==> src/rtl/fb_pkg.sv <==
// Shared geometry, word layout and write-sequencer state encoding for the
// QVGA frame buffer controller.
package fb_pkg;

    localparam int C_IMG_COLS    = 320;
    localparam int C_IMG_ROWS    = 240;
    localparam int C_IMG_PXLS    = C_IMG_COLS * C_IMG_ROWS;
    localparam int C_NB_IMG_PXLS = 17;
    localparam int C_NB_COLS     = 10;
    localparam int C_NB_ROWS     = 10;

    localparam int C_NB_RED      = 4;
    localparam int C_NB_GREEN    = 4;
    localparam int C_NB_BLUE     = 4;
    localparam int C_NB_BUF      = C_NB_RED + C_NB_GREEN + C_NB_BLUE;

    typedef enum logic [1:0] {
        ST_WAIT_SOF = 2'd0,
        ST_CAPTURE  = 2'd1,
        ST_FILL     = 2'd2
    } wr_state_e;

endpackage

==> src/rtl/fb_rd_addr.sv <==
// Display read path: row/col to linear RAM address, out-of-image blanking,
// and a two-stage valid/blank pipeline matched to the one-cycle RAM.
module fb_rd_addr
    import fb_pkg::*;
#(
    parameter int c_img_cols    = C_IMG_COLS,
    parameter int c_img_rows    = C_IMG_ROWS,
    parameter int c_nb_img_pxls = C_NB_IMG_PXLS,
    parameter int c_nb_cols     = C_NB_COLS,
    parameter int c_nb_rows     = C_NB_ROWS,
    parameter int c_nb_buf      = C_NB_BUF
) (
    input  logic                     clk,
    input  logic                     rst_n,
    input  logic                     disp_en,
    input  logic [c_nb_cols-1:0]     disp_col,
    input  logic [c_nb_rows-1:0]     disp_row,
    input  logic [c_nb_buf-1:0]      doutb,
    output logic [c_nb_img_pxls-1:0] addrb,
    output logic                     disp_vld,
    output logic [c_nb_buf-1:0]      disp_rgb
);

    localparam logic [c_nb_cols-1:0]     col_lim   = c_nb_cols'(c_img_cols);
    localparam logic [c_nb_rows-1:0]     row_lim   = c_nb_rows'(c_img_rows);
    localparam logic [c_nb_img_pxls-1:0] row_pitch = c_nb_img_pxls'(c_img_cols);

    logic                     in_img;
    logic [c_nb_img_pxls-1:0] lin_addr;
    logic                     vld_q1;
    logic                     blank_q1;
    logic                     vld_q2;
    logic                     blank_q2;
    logic [c_nb_buf-1:0]      rgb_hold;

    always_comb begin
        in_img   = (disp_col < col_lim) && (disp_row < row_lim);
        lin_addr = c_nb_img_pxls'(disp_row) * row_pitch + c_nb_img_pxls'(disp_col);
    end

    // NOTE: clocked state uses <= so every flop samples pre-edge values.
    always_ff @(posedge clk or negedge rst_n) begin
        if (!rst_n) begin
            addrb    <= '0;
            vld_q1   <= 1'b0;
            blank_q1 <= 1'b0;
            vld_q2   <= 1'b0;
            blank_q2 <= 1'b0;
            rgb_hold <= '0;
        end else begin
            vld_q1   <= disp_en;
            vld_q2   <= vld_q1;
            blank_q2 <= blank_q1;
            if (disp_en) begin
                addrb    <= in_img ? lin_addr : '0;
                blank_q1 <= !in_img;
            end
            if (vld_q2) begin
                rgb_hold <= disp_rgb;
            end
        end
    end

    // RAM data arrives in the same cycle as vld_q2; hold the last pixel otherwise.
    assign disp_vld = vld_q2;
    assign disp_rgb = !vld_q2 ? rgb_hold : (blank_q2 ? '0 : doutb);

endmodule

==> src/rtl/frame_buffer_ctrl.sv <==
// Frame buffer sequencer: write port driven by camera capture or a colour
// fill engine, read port driven by display coordinates via fb_rd_addr.
module frame_buffer_ctrl
    import fb_pkg::*;
#(
    parameter int c_img_cols    = C_IMG_COLS,
    parameter int c_img_rows    = C_IMG_ROWS,
    parameter int c_img_pxls    = c_img_cols * c_img_rows,
    parameter int c_nb_img_pxls = C_NB_IMG_PXLS,
    parameter int c_nb_cols     = C_NB_COLS,
    parameter int c_nb_rows     = C_NB_ROWS,
    parameter int c_nb_buf      = C_NB_BUF
) (
    input  logic                     clk,
    input  logic                     rst_n,
    input  logic                     cam_sof,
    input  logic                     cam_vld,
    input  logic [c_nb_buf-1:0]      cam_pxl,
    input  logic                     fill_req,
    input  logic [c_nb_buf-1:0]      fill_color,
    input  logic                     disp_en,
    input  logic [c_nb_cols-1:0]     disp_col,
    input  logic [c_nb_rows-1:0]     disp_row,
    output logic                     wea,
    output logic [c_nb_img_pxls-1:0] addra,
    output logic [c_nb_buf-1:0]      dina,
    output logic [c_nb_img_pxls-1:0] addrb,
    input  logic [c_nb_buf-1:0]      doutb,
    output logic                     disp_vld,
    output logic [c_nb_buf-1:0]      disp_rgb,
    output logic                     busy,
    output logic                     frame_done
);

    localparam logic [c_nb_img_pxls-1:0] last_addr = c_nb_img_pxls'(c_img_pxls - 1);
    localparam logic [c_nb_img_pxls-1:0] one_addr  = c_nb_img_pxls'(1);

    wr_state_e                state;
    wr_state_e                state_nxt;
    logic [c_nb_img_pxls-1:0] wr_cnt;
    logic [c_nb_img_pxls-1:0] wr_cnt_nxt;
    logic [c_nb_buf-1:0]      fill_q;
    logic                     fill_start;

    assign fill_start = (state == ST_WAIT_SOF) && !cam_sof && fill_req;
    assign busy       = (state == ST_FILL);

    // NOTE: every combinational output is defaulted first, so no branch infers a latch.
    always_comb begin
        state_nxt  = state;
        wr_cnt_nxt = wr_cnt;
        wea        = 1'b0;
        addra      = '0;
        dina       = '0;
        frame_done = 1'b0;
        case (state)
            ST_WAIT_SOF: begin
                if (cam_sof) begin
                    state_nxt  = ST_CAPTURE;
                    wr_cnt_nxt = '0;
                end else if (fill_req) begin
                    state_nxt  = ST_FILL;
                    wr_cnt_nxt = '0;
                end
            end
            ST_CAPTURE: begin
                // A new SOF discards the partial frame; a coincident pixel lands at 0.
                if (cam_sof) begin
                    wr_cnt_nxt = '0;
                    if (cam_vld) begin
                        wea        = 1'b1;
                        dina       = cam_pxl;
                        wr_cnt_nxt = one_addr;
                    end
                end else if (cam_vld) begin
                    wea   = 1'b1;
                    addra = wr_cnt;
                    dina  = cam_pxl;
                    if (wr_cnt == last_addr) begin
                        frame_done = 1'b1;
                        state_nxt  = ST_WAIT_SOF;
                        wr_cnt_nxt = '0;
                    end else begin
                        wr_cnt_nxt = wr_cnt + 1'b1;
                    end
                end
            end
            ST_FILL: begin
                wea   = 1'b1;
                addra = wr_cnt;
                dina  = fill_q;
                if (wr_cnt == last_addr) begin
                    state_nxt  = ST_WAIT_SOF;
                    wr_cnt_nxt = '0;
                end else begin
                    wr_cnt_nxt = wr_cnt + 1'b1;
                end
            end
            default: begin
                state_nxt  = ST_WAIT_SOF;
                wr_cnt_nxt = '0;
            end
        endcase
    end

    always_ff @(posedge clk or negedge rst_n) begin
        if (!rst_n) begin
            state  <= ST_WAIT_SOF;
            wr_cnt <= '0;
            fill_q <= '0;
        end else begin
            state  <= state_nxt;
            wr_cnt <= wr_cnt_nxt;
            if (fill_start) begin
                fill_q <= fill_color;
            end
        end
    end

    fb_rd_addr #(
        .c_img_cols    (c_img_cols),
        .c_img_rows    (c_img_rows),
        .c_nb_img_pxls (c_nb_img_pxls),
        .c_nb_cols     (c_nb_cols),
        .c_nb_rows     (c_nb_rows),
        .c_nb_buf      (c_nb_buf)
    ) u_rd_addr (
        .clk      (clk),
        .rst_n    (rst_n),
        .disp_en  (disp_en),
        .disp_col (disp_col),
        .disp_row (disp_row),
        .doutb    (doutb),
        .addrb    (addrb),
        .disp_vld (disp_vld),
        .disp_rgb (disp_rgb)
    );

endmodule

==> config.mk <==
export PLATFORM = sky130hd
export DESIGN_NAME = frame_buffer_ctrl
export DESIGN_NICKNAME = d
export VERILOG_FILES = /design/src/rtl/fb_pkg.sv /design/src/rtl/fb_rd_addr.sv /design/src/rtl/frame_buffer_ctrl.sv
export SDC_FILE = /design/constraint.sdc
export NUM_CORES = 1
export LEC_CHECK = 0
export ABC_AREA = 0
export CAP_MARGIN = 20
export CORE_ASPECT_RATIO = 1.2
export CORE_MARGIN = 2
export CORE_UTILIZATION = 40
export CTS_CLUSTER_SIZE = 40
export DETAILED_ROUTE_END_ITERATION = 10
export GPL_TIMING_DRIVEN = 0
export PLACE_DENSITY_LB_ADDON = 0.05
export SYNTH_ARGS = -nofsm -noshare
export SYNTH_HDL_FRONTEND = slang
export SYNTH_SLANG_ARGS = --single-unit
export TNS_END_PERCENT = 30
==> constraint.sdc <==
create_clock -name clk -period 2.1 [get_ports clk]
set_clock_uncertainty 0.1 [all_clocks]
set_input_delay 0.525 -clock clk [delete_from_list [all_inputs] [get_ports clk]]
set_output_delay 0.525 -clock clk [all_outputs]
set_load 0.02 [all_outputs]
==> PnR_summary.wiki <==
{| class="wikitable"
! Metric !! Value
|-
| Met2 demand-to-capacity share in global routing || 37.48%
|-
| WL final || 11200 um
|-
| Number of iterations in the first detailed-routing pass || 4
|-
| Total congestion overflow || 0
|-
| Pre-CTS setup slack || -1.465 ns
|-
| Synth cell count leaders || sky130_fd_sc_hd__dfrtp_1 (64), sky130_fd_sc_hd__o21ai_0 (37), sky130_fd_sc_hd__inv_1 (34), sky130_fd_sc_hd__nand2_1 (34), sky130_fd_sc_hd__nor2_1 (24)
|-
| Power density over the cells || 835.0 mW/mm2
|-
| Number of CTS-inserted buffers || 9
|-
| Worst r2r src || wr_cnt[1]
|-
| Last weighted congestion value of the routability-driven placer || 0.8215
|-
| Cell chain of the critical path || buf_8 > buf_4 > ha_4 > ha_4 > a211oi_4 > or4b_1 > o2111ai_2 > nand4_4 > or4_1 > o2111ai_1
|-
| Post-synth design cell area || 0.003894 mm2
|-
| Total negative slack || -10.52 ns
|-
| P_sw || 1838 uW
|-
| Number of synthesis warnings || 0
|-
| Standard cell core area || 0.009515 mm2
|-
| Number of cells produced by synthesis || 422
|-
| Unrepaired setup endpoints after global routing || yes
|-
| CTS sink cnt || 64
|-
| Synth area leader || sky130_fd_sc_hd__dfrtp_1
|-
| Final count of pins violating max slew || 0
|-
| I/O pin total || 124
|-
| Post-synthesis average cell area || 9.227 um2
|-
| Latest clock arrival within the worst-skew pair || 0.33 ns
|-
| Final Hold Violating Endpoints || 0
|-
| Worst setup path startpoint || disp_row[3]
|-
| Post-synth top flop || sky130_fd_sc_hd__dfrtp_1
|-
| Via count of the first global-routing pass || 3840
|-
| Number of synthesized register bits || 64
|-
| Most area-consuming cells after synthesis || sky130_fd_sc_hd__dfrtp_1 (41%), sky130_fd_sc_hd__ha_1 (7.4%), sky130_fd_sc_hd__o21ai_0 (4.8%)
|-
| Horizontal extent of the die || 94.07 um
|-
| Share of the clock period used by the worst path after layout || 125.7%
|-
| Crit-path leading delay family || simple AND/OR/NAND/NOR gates
|-
| Vertical die dimension || 112.1 um
|-
| Buffers plus inverters on the worst setup path || 2
|-
| Actual transition at the worst max-transition pin || 0.8133 ns
|-
| Ratio of cells with drive above 1 in the final layout || 37.29%
|-
| Switch share || 34.69%
|-
| Antenna violation net count after detailed routing || 0
|-
| Clock group share of total power || 26.3%
|-
| HP Class || primary input to asynchronous set/reset pin
|-
| Average vias per placed instance || 5.244
|-
| Worst max-slew margin expressed relative to the limit || 45.78%
|-
| Slowest stage cell, crit path || sky130_fd_sc_hd__or4_1
|-
| CTS H-tree depth || 3
|-
| CP required || 2.24 ns
|-
| Nature of the critical path startpoint || primary input
|-
| Worst path arrival time || 2.78 ns
|-
| Crit Path Max Fanout || 4
|-
| Sequential area share after synthesis || 41.13%
|-
| Most used standard cell by instance count after synthesis || sky130_fd_sc_hd__dfrtp_1
|-
| Status || complete, but fails checks
|-
| Top-area cell type share of the netlist area || 41.13%
|-
| GR peak layer || met2
|-
| Count of port buffers added during placement || 123
|-
| Antenna violations before repair || 0
|-
| Global-route wire length before repair || 17910 um
|-
| Combinational share of power || 45.2%
|-
| Maximum number of pins on one net before global-route repair || 65
|-
| Most repeated library cell on the critical path || sky130_fd_sc_hd__ha_4
|-
| Met3 global-route usage || 3.020%
|-
| Delay of the slowest cell on the worst path || 0.53 ns
|-
| Row count || 39
|-
| Post-layout nets || 672
|-
| Final core area utilization || 66.69%
|-
| Part of the power in registers || 28.5%
|-
| Power Internal || 3460 uW
|-
| DRC viols || 0
|-
| Fin Hold WS || 0.1917 ns
|-
| Lkg Pwr || 0.002654 uW
|-
| Area overhead of the layout relative to synthesis || 62.98%
|-
| Largest vdd supply drop || 0.5945 mV
|-
| Setup Crit Path Kind || primary input to flip-flop
|-
| Achievable frequency || 378.8 MHz
|-
| Met1 track utilization from global routing || 24.96%
|-
| Crit. End Element || flip-flop
|-
| TritonCTS clock tree || yes
|-
| Post-synthesis cell type count || 55
|-
| Smallest setup slack after layout || -0.5396 ns
|-
| Clk Tree Root Cell || sky130_fd_sc_hd__clkbuf_16
|-
| Initial Utilization || 40.92%
|-
| Final number of setup-violating endpoints || 35
|-
| DR iter-0 viols || 135
|-
| Area of combinational cells with multiple inputs || 0.002620 mm2
|-
| Post-layout min period || 2.640 ns
|-
| Die area || 0.01054 mm2
|-
| Failing checks || negative setup slack
|-
| Ys async rst share || 100.0%
|-
| Filler Cells Inserted || 804
|-
| Syn nets || 509
|-
| Max capacitance violation total || 0
|-
| Maximum clock path buffer count || 2
|-
| Antenna cell count || 0
|-
| Routed length per placed instance || 15.71 um
|-
| Vias || 3739
|-
| Number of flops mapped to enable cells by yosys || 0
|-
| HPWL after detailed placement || 7557 um
|-
| Clock-pin slew of the registers on the worst-case setup and hold paths || 0.05 ns
|-
| Gr usage total || 21.21%
|-
| FF+latch area || 0.001604 mm2
|}
[cells by family after synthesis]
family          synth area share (%)
simple gates                   19.54
flops                          41.13
compound gates                 18.28
buf+inv                        5.238
mux                            4.017
fa+ha+maj                      8.419
xor+xnor                       3.374
[cell type report]
cell class / instances / share of cell area, %
multi-input combinational: 305 / 41.29
tap: 123 / 2.425
sequential: 64 / 25.28
clock buffer: 10 / 3.766
clock inverter: 6 / 0.7098
timing repair buffer: 153 / 22.14
inverter: 34 / 2.050
buffer: 18 / 2.346
[routing by layer]
layer | vias to the layer above | wire length, um
met5 | - | 0
met4 | 0 | 318
met3 | 22 | 369
met2 | 92 | 6049
met1 | 1816 | 4461
li1 | 1809 | -
[registers in the layout (all words and copies together) (netlist names)]
register / cells
wr_cnt: 17
u_rd_addr.rgb_hold: 12
state: 2
u_rd_addr.addrb: 17
u_rd_addr.disp_vld: 1
u_rd_addr.vld_q1: 1
fill_q: 12
u_rd_addr.blank_q1: 1
u_rd_addr.blank_q2: 1
[worst register-to-register path: cells and delay by family, from the launching register on]
family / cells / cell delay [ns]
buf+inv: 3 / 0.42
simple gates: 3 / 0.51
flops: 1 / 0.38
fa+ha+maj: 1 / 0.19
compound gates: 2 / 0.38
[final timing paths]
kind                                              end  slack [ns]  cells past startpoint
worst min register to register     u_rd_addr.disp_vld        0.25                      0
worst max-delay path              u_rd_addr.addrb[16]       -0.54                     10
worst max register to register             wr_cnt[12]           0                      9
max in group asynchronous          u_rd_addr.disp_vld        1.14                      1
min in group clk                   u_rd_addr.disp_vld        0.25                      0
worst min-delay path            u_rd_addr.rgb_hold[4]        0.19                      1
[power groups by stage]
| stage | Clock, uW | Sequential [uW] | Combinational (uW) |
|---|---|---|---|
| after detailed placement | 0 | 1520 | 1770 |
| final | 1400 | 1510 | 2400 |
| after global routing | 1470 | 1530 | 2580 |
| after CTS | 1420 | 1510 | 2150 |
| after global placement | 0 | 1510 | 1740 |
| after floorplan | 0 | 1500 | 1170 |
[repair_timing]
action,4_1_cts,5_1_grt
setup endpoints to repair,76,79
pin swaps,31,29
gates cloned,1,2
gates resized for setup,294,108
hold buffers,0,0
buffers inserted,19,8
[placed cells by master (no fill, tap or decap), types with 18 or more instances in the layout]
| cell | count |
|---|---|
| sky130_fd_sc_hd__clkdlybuf4s50_1 | 65 |
| sky130_fd_sc_hd__dfrtp_1 | 62 |
| sky130_fd_sc_hd__buf_4 | 39 |
| sky130_fd_sc_hd__nand2_1 | 32 |
| sky130_fd_sc_hd__inv_1 | 31 |
| sky130_fd_sc_hd__o21ai_0 | 29 |
| sky130_fd_sc_hd__buf_6 | 27 |
| sky130_fd_sc_hd__nor2_1 | 20 |
| sky130_fd_sc_hd__and2_4 | 19 |
| sky130_fd_sc_hd__o21ai_1 | 19 |
| sky130_fd_sc_hd__ha_4 | 18 |
[stage by stage]
step	cells	power, uW	cell area (um2)
floorplan	422	2671	4029
global placement	668	3254	5414
detailed placement	668	3288	5411
CTS	703	5078	6100
global route	713	5576	6346
finish	713	5299	6346
Power figures use the tool's default switching activity.
